===== src/rtl/reg_file_pkg.sv =====
// Shared constants for the multi-port register file: default sizes and the
// rule that decides which write port wins when two ports target one register.
package reg_file_pkg;

  localparam int DATA_W_DEF   = 32;
  localparam int NUM_REGS_DEF = 32;

  // Highest-index write port wins an address collision (port 1 over port 0).
  localparam bit WR_HIGH_WINS = 1'b1;

  // Maps a loop step to a port index so later steps override earlier ones.
  function automatic int wr_port_order(input int step, input int num_wr);
    return WR_HIGH_WINS ? step : (num_wr - 1 - step);
  endfunction

endpackage


===== src/rtl/reg_scoreboard.sv =====
// Busy-bit scoreboard: one bit per register, set on issue, cleared on
// writeback, flushed in bulk; read ports see the registered value only.
module reg_scoreboard
  import reg_file_pkg::*;
#(
  parameter int NUM_REGS = NUM_REGS_DEF,
  parameter int NUM_WR   = 1,
  parameter int NUM_RD   = 2,
  parameter bit ZERO_REG = 1'b1,
  parameter int ADDR_W   = $clog2(NUM_REGS)
) (
  input  logic                     clk,
  input  logic                     rst_n,
  input  logic [NUM_WR-1:0]        wr_en,
  input  logic [NUM_WR*ADDR_W-1:0] wr_addr,
  input  logic                     iss_en,
  input  logic [ADDR_W-1:0]        iss_addr,
  input  logic                     flush,
  input  logic [NUM_RD*ADDR_W-1:0] rd_addr,
  output logic [NUM_RD-1:0]        rd_busy
);

  logic [NUM_REGS-1:0] busy_q;
  logic [NUM_REGS-1:0] busy_d;

  // Clears are applied before the set so a new producer supersedes a retiring one.
  always_comb begin
    busy_d = busy_q;
    if (flush) begin
      busy_d = '0;
    end else begin
      for (int p = 0; p < NUM_WR; p++) begin
        if (wr_en[p]) busy_d[wr_addr[p*ADDR_W +: ADDR_W]] = 1'b0;
      end
      if (iss_en) busy_d[iss_addr] = 1'b1;
    end
    if (ZERO_REG) busy_d[0] = 1'b0;
  end

  always_ff @(posedge clk or negedge rst_n) begin
    if (!rst_n) busy_q <= '0;
    else        busy_q <= busy_d;
  end

  always_comb begin
    rd_busy = '0;
    for (int r = 0; r < NUM_RD; r++) begin
      rd_busy[r] = busy_q[rd_addr[r*ADDR_W +: ADDR_W]];
    end
  end

endmodule


===== src/rtl/reg_file_mp.sv =====
// Multi-port register file with optional zero register, optional same-cycle
// write-to-read bypass and an integrated busy scoreboard for RAW detection.
module reg_file_mp
  import reg_file_pkg::*;
#(
  parameter int DATA_W   = DATA_W_DEF,
  parameter int NUM_REGS = NUM_REGS_DEF,
  parameter int ADDR_W   = $clog2(NUM_REGS),
  parameter int NUM_RD   = 2,
  parameter int NUM_WR   = 1,
  parameter bit ZERO_REG = 1'b1,
  parameter bit BYPASS   = 1'b1
) (
  input  logic                     clk,
  input  logic                     rst_n,
  input  logic [NUM_WR-1:0]        wr_en,
  input  logic [NUM_WR*ADDR_W-1:0] wr_addr,
  input  logic [NUM_WR*DATA_W-1:0] wr_data,
  input  logic [NUM_RD*ADDR_W-1:0] rd_addr,
  output logic [NUM_RD*DATA_W-1:0] rd_data,
  output logic [NUM_RD-1:0]        rd_busy,
  input  logic                     iss_en,
  input  logic [ADDR_W-1:0]        iss_addr,
  input  logic                     flush
);

  logic [DATA_W-1:0] regs_q [NUM_REGS];
  logic [DATA_W-1:0] regs_d [NUM_REGS];

  logic [ADDR_W-1:0] wa;
  logic [ADDR_W-1:0] ra;
  logic [DATA_W-1:0] rv;
  int                pw;
  int                pb;

  always_comb begin
    regs_d = regs_q;
    wa     = '0;
    pw     = 0;
    for (int s = 0; s < NUM_WR; s++) begin
      pw = wr_port_order(s, NUM_WR);
      wa = wr_addr[pw*ADDR_W +: ADDR_W];
      if (wr_en[pw] && !(ZERO_REG && (wa == '0))) begin
        regs_d[wa] = wr_data[pw*DATA_W +: DATA_W];
      end
    end
  end

  always_ff @(posedge clk or negedge rst_n) begin
    if (!rst_n) begin
      for (int i = 0; i < NUM_REGS; i++) regs_q[i] <= '0;
    end else begin
      regs_q <= regs_d;
    end
  end

  // Bypass follows the same port priority as the write itself.
  always_comb begin
    rd_data = '0;
    ra      = '0;
    rv      = '0;
    pb      = 0;
    for (int r = 0; r < NUM_RD; r++) begin
      ra = rd_addr[r*ADDR_W +: ADDR_W];
      rv = regs_q[ra];
      if (BYPASS) begin
        for (int s = 0; s < NUM_WR; s++) begin
          pb = wr_port_order(s, NUM_WR);
          if (wr_en[pb] && (wr_addr[pb*ADDR_W +: ADDR_W] == ra)) begin
            rv = wr_data[pb*DATA_W +: DATA_W];
          end
        end
      end
      if (ZERO_REG && (ra == '0)) rv = '0;
      rd_data[r*DATA_W +: DATA_W] = rv;
    end
  end

  reg_scoreboard #(
    .NUM_REGS (NUM_REGS),
    .NUM_WR   (NUM_WR),
    .NUM_RD   (NUM_RD),
    .ZERO_REG (ZERO_REG),
    .ADDR_W   (ADDR_W)
  ) u_scoreboard (
    .clk      (clk),
    .rst_n    (rst_n),
    .wr_en    (wr_en),
    .wr_addr  (wr_addr),
    .iss_en   (iss_en),
    .iss_addr (iss_addr),
    .flush    (flush),
    .rd_addr  (rd_addr),
    .rd_busy  (rd_busy)
  );

endmodule


===== config.mk =====
export PLATFORM = sky130hd
export DESIGN_NAME = reg_file_mp
export DESIGN_NICKNAME = d
export VERILOG_FILES = /design/src/rtl/reg_file_pkg.sv /design/src/rtl/reg_scoreboard.sv /design/src/rtl/reg_file_mp.sv
export SDC_FILE = /design/constraint.sdc
export NUM_CORES = 2
export LEC_CHECK = 0
export CAP_MARGIN = 20
export CORE_UTILIZATION = 57
export CTS_BUF_LIST = sky130_fd_sc_hd__clkbuf_2 sky130_fd_sc_hd__clkbuf_4 sky130_fd_sc_hd__clkbuf_8
export CTS_CLUSTER_SIZE = 20
export DETAILED_ROUTE_END_ITERATION = 12
export GPL_TIMING_DRIVEN = 0
export MAX_ROUTING_LAYER = met4
export PLACE_DENSITY = 0.74
export RECOVER_POWER = 25
export SETUP_SLACK_MARGIN = 0.05
export SLEW_MARGIN = 25
export SYNTH_ARGS = -nofsm -noshare
export SYNTH_HDL_FRONTEND = slang
export SYNTH_SLANG_ARGS = --single-unit

===== constraint.sdc =====
create_clock -name clk -period 4.35 [get_ports clk]
set_input_delay 0.87 -clock clk [delete_from_list [all_inputs] [get_ports clk]]
set_output_delay 0.87 -clock clk [all_outputs]
set_load 0.02 [all_outputs]

# Word level (Yosys, flattened, before mapping)
# Index checks and enable logic that the tools add are counted.
[classes]
n_lt_le_gt_ge = 10
n_eq_ne = 2
n_mux = 25
n_bitwise = 6
n_reduce_logical = 10
[ops]
columns = ["operator", "count"]
rows = [
  ["bitwise mux 1024 bit", 1],
  ["two-way mux 32 bit", 13],
  ["binary-select mux 32 bit (select 5 bit)", 2],
  ["demux 32 bit (select 5 bit)", 1],
  ["AND 32 bit", 1],
  ["NOT 32 bit", 1],
  ["bitwise OR 32 bit", 1],
  ["less-than comparator 5 x 6 -> 1 bit, second input constant", 4],
  [">= comparator 6 bit, second input constant", 3],
  ["NOT 5 -> 6 bit", 3],
  ["zero test 5 bit", 3],
  ["binary-select mux 1 bit (select 5 bit)", 2],
  ["demux 1 bit (select 5 bit)", 2],
  ["== test 5 bit", 2],
  [">= comparator 5 x 1 -> 1 bit, second input constant", 2],
  ["logical AND 1 bit", 6],
  ["less-than comparator 6 x 1 -> 1 bit, second input constant", 1],
  ["two-way mux 1 bit", 4],
  ["zero test 1 bit", 1],
]
[totals]
ff_bits = 1055
inputBits = 57
output_inout_bits = 66
wordCells = 86

# Longest topological paths before layout
[logic_depth]
depth_word = 11
depth_mapped = 11
depth_no_buf = 5

# Hierarchy
# A second synthesis with hierarchy kept.
[hier_totals]
hier_cells = 4001
hier_area_um2 = 56908.3
[by_module_without_submodules]
columns = ["mod", "n_inst", "cells_per_inst", "area_each_um2", "seq_area_each_um2"]
rows = [
  ["reg_file_mp", 1, 3772, 54928.9, 25624.6],
  ["reg_scoreboard", 1, 229, 1979.4, 775.7],
]

# Worst setup path before layout
# No wires, ideal clock.
[synth_timing]
path_kind = "input to output"
start = "in rd_addr[5]"
end = "out rd_data[36]"
arrival_time_ns = 2.708
t_required_ns = 3.480
setup_slack_ns = 0.772
stages = 8
n_path_buf = 4
path_cell_list = "buf_6 -> buf_8 -> buf_6 -> buf_2 -> mux4_2 -> a22oi_1 -> nand2_1 -> a221o_1"
[synth_between]
elab_chain_len = 6
word_cells_on_any_way = 9
cone_classes = "1 x eq/ne; 5 x mux; 1 x bitwise; 2 x reduce/logical"
[synth_rtl]
columns = ["element", "line_no", "source"]
rows = [
  ["from (decl)", "reg_file_mp.sv:19", "input logic [NUM_RD*ADDR_W-1:0] rd_addr,"],
  ["NOT 5 -> 6 bit (not written as such)", "reg_file_mp.sv:65", "rv = regs_q[ra];"],
  ["binary-select mux 32 bit (select 5 bit)", "reg_file_mp.sv:65", ""],
  ["two-way mux 32 bit (not written as such) (2 in series)", "reg_file_mp.sv:65", ""],
  ["two-way mux 32 bit", "reg_file_mp.sv:69", "if (wr_en[pb] && (wr_addr[pb*ADDR_W +: ADDR_W] == ra)) begin"],
  ["two-way mux 32 bit (*)", "reg_file_mp.sv:74", "if (ZERO_REG && (ra == '0)) rv = '0;"],
  ["to (decl)", "reg_file_mp.sv:20", "output logic [NUM_RD*DATA_W-1:0] rd_data,"],
]
# Mark *: on every way between the ends. The rest lies on a longest branch, timed or not. The select of a mux whose other input is x is not followed.

# Final worst setup path
[layout_timing]
start = "in rd_addr[7]"
end = "out rd_data[52]"
# Same word-level chain as after synthesis.

==> summary.md <==
| Metric | Value |
|---|---|
| Status | finished, violations left |
| Failing checks | DRC, capacitance limit, slew limit, setup timing |
| Clock Pin Slew Worst Setup and Hold Paths | approximately 0.060 ns |
| Vias/cell | 7.62 |
| CTS buffer count | 177 |
| Setup TNS | -0.215 ns |
| Fmax | between 0.2 and 0.25 GHz |
| Placed cell count | about 5300 |
| Critical setup path kind | primary input to output pin |
| Seq/Total Area, Yosys | 0.471 |
| Share of layout cells above drive strength 1 | 0.500 |
| RSZ-0062 raised after global routing | false |
| Core Region | 97000 um^2 |
| Nets | between 4000 and 5000 |
| Slew HR | -0.495 |
| FF-to-FF path depth | 1 |
| Worst-path cell chain | clkdlybuf4s18_2, buf_8, nor3b_4, buf_4, clkbuf_8, buf_6, a21oi_1, o211ai_1, a31oi_2, clkdlybuf4s15_2 |
| CP arrival | about 3.6 ns |
| FFs w/ async S/R, synth | 1.00 |
| Pwr/cell area | 450 nW/um^2 |
| Final Skew | 0 ns |
| Post-synth EDFFs | 0 |
| VDD IR max | 249 uV |
| Longest Clk Path Bufs | 3 |
| Number of port buffers | approximately 110 |
| Cell at the slowest stage of the critical path | nor3b_4 |
| CTS tree | built |
| Worst hold-check path type | flop to flop |
| Top cells by count, synth | dfrtp_1 (1055), mux2_2 (1008), mux4_2 (458) |
| Final Util | 0.669 |
| DRT iter0 DRCs | 7000 |
| Final setup viols | 6 |
| Worst-Margin Slew | 2.24 ns |
| Worst setup margin | -0.0868 ns |
| Fin crit share | 1.02 |
| Max Cap Violations | 1 |
| Synth Flop Type | dfrtp_1 |
| Gr usage total | 0.489 |
| Drt drc | 8 |
| Worst Path Required | around 3.5 ns |
| DRT Pass-1 Iters | 12 |
| Dpl hpwl | between 150000 and 200000 um |
| Clock Tree Root | clkbuf_8 |
| DIE WIDTH | between 300 and 400 um |
| Die area | 99600 um^2 |
| Total number of vias | 42811 |
| Area contributors post-synth | dfrtp_1 (47%), mux2_2 (20%), mux4_2 (18%) |
| Syn_area_per_cell | 14.6 um^2 |
| Hold path cells | 1 |
| Routed length per placed instance | 41.4 um |
| Hold Violations, Final | 0 |
| Reg area | 26400 um^2 |
| Final WL | 233000 um |
| Worst skew pair latency | 0.94 ns |
| Starting Density | 0.578 |
| H-tree depth | 4 |
| Number of global-route vias before repair | roughly 41000 |
| Post-route minimum period | 4.44 ns |
| YS warnings | 0 |
| Critical Path Max Stage Delay | 0.37 ns |
| Synthesized cell area | ~56000 um^2 |
| Most frequent cell after synthesis | dfrtp_1 |
| DRT antenna net count | 0 |
| Fillers | 6937 |
| Clock sink total | 1055 |
| Synthesized instance count | around 3800 |
| IO Pins | ~120 |
| Power, Total | a little under 0.03 W |
| Synth cell types | 51 |
| Critical path peak fanout | 13 |
| Placer Congestion | 1.05 |
| Startpoint Class | primary input |
| Pre-CTS setup slack | -2.18 ns |
| Row cnt | between 100 and 150 |
| Finished Layout Cells | 5618 |
| Yosys top cell area share | 0.471 |
| Leak | 28.3 nW |
| Largest net degree at the start of global routing | ~140 |
| P&R area growth vs syn | 15.7% |
| Initial antenna violation count | 14 |
| Fin. max-slew vios | 75 |
| Syn_nets | 3905 |
| Multi-input logic area | 28000 um^2 |
| Total global routing overflow | 0 |
| First-pass GRT wire length | 320000 um |
| Chip Height | approximately 320 um |
| #FFs+latches synth | 1055 |
| Synth area leader | dfrtp_1 |
| Critical path endpoint category | output pin |
## cell type report
| cell class | count | share of cell area |
|---|---|---|
| multi-input combinational | 2352 | 0.432 |
| timing repair buffer | 157 | 0.0266 |
| inverter | 1 | 0.0000579 |
| tap | 1276 | 0.0246 |
| clock buffer | 291 | 0.0557 |
| buffer | 434 | 0.0502 |
| sequential | 1055 | 0.407 |
| clock inverter | 30 | 0.00286 |
| antenna | 22 | 0.000849 |
## placed cells by master (no fill, tap or decap), types with 10 or more instances in the layout
master / count
a22oi_1: 82
o21ai_0: 43
buf_6: 35
buf_1: 25
mux2i_1: 150
buf_2: 49
buf_16: 18
clkdlybuf4s50_1: 40
a22o_1: 11
a32o_1: 31
dfrtp_1: 1055
a31oi_1: 22
mux4_2: 458
diode_2: 22
buf_12: 29
clkbuf_8: 251
a221o_1: 11
buf_4: 55
mux2_2: 1008
clkbuf_2: 37
dlygate4sd2_1: 42
nand2_1: 79
nor2_1: 110
o22ai_1: 134
clkinv_2: 20
a21oi_1: 48
nand3_1: 10
clkbuf_4: 98
buf_8: 17
clkbuf_1: 159
## per-layer routing
| layer | track usage | routed length (um) |
|---|---|---|
| met5 | - | 0 |
| met4 | 0.337 | 19300 |
| met3 | 0.254 | 37600 |
| met2 | 0.634 | 95200 |
| met1 | 0.583 | 80600 |
## through the flow
| step | instance area [um^2] | hold slack (ns) |
|---|---|---|
| 5_1_grt | 64800 | 0.495 |
| 3_3_place_gp | 58800 | 0.457 |
| 2_1_floorplan | 56100 | 0.441 |
| 3_5_place_dp | 59400 | 0.464 |
| 4_1_cts | 64600 | 0.482 |
| 6_report | 64800 | 0.480 |
## critical path, delay by kind of cell
kind	cells	cell delay, ns
AOI/OAI and AO/OA	3	0.52
and+or+nand+nor	1	0.37
buffers and inverters	6	1.77
## path summary, 6_finish.rpt
kind	slack, ns	from	end
setup / recovery	-0.09	rd_addr[7]	rd_data[52]
hold / removal	0.48	regs_q[1017]	regs_q[1017]
setup reg to reg	3.51	regs_q[913]	regs_q[913]
hold reg to reg	0.48	regs_q[1017]	regs_q[1017]
max in group asynchronous	0.74	rst_n	regs_q[185]
min in group asynchronous	1.16	rst_n	u_scoreboard.busy_q[15]
## registers in the layout, summed over array words and instances, names as in the netlist
register	count
u_scoreboard.busy_q	31
regs_q	1024
## where the power goes
part	internal, W	switching [W]
clock	0.00523	0.00441
sequential	0.0116	0.00135
combinational	0.00357	0.00299
## what timing repair did
action | 4_1_cts | 5_1_grt
endpoints found under the setup margin | 66 | 41
resized for setup | 504 | 52
setup buffers | 9 | 13
hold buffers | 1 | 0
endpoints found under the hold margin | 74 | 0
pin swaps | 8 | 4
## logic make-up (layout without fill, tap and decap cells)
kind of cell              after synthesis  after routing  synth area share
AOI/OAI and AO/OA                     438            438            0.0544
buffers and inverters                 441            913            0.0350
xor gates and xnor gates               10             10           0.00156
other                                   0             22                 0
and+or+nand+nor                       277            277            0.0226
DFF                                  1055           1055             0.471
muxes                                1627           1627             0.415
No activity file was read; power rests on OpenSTA's default activity.
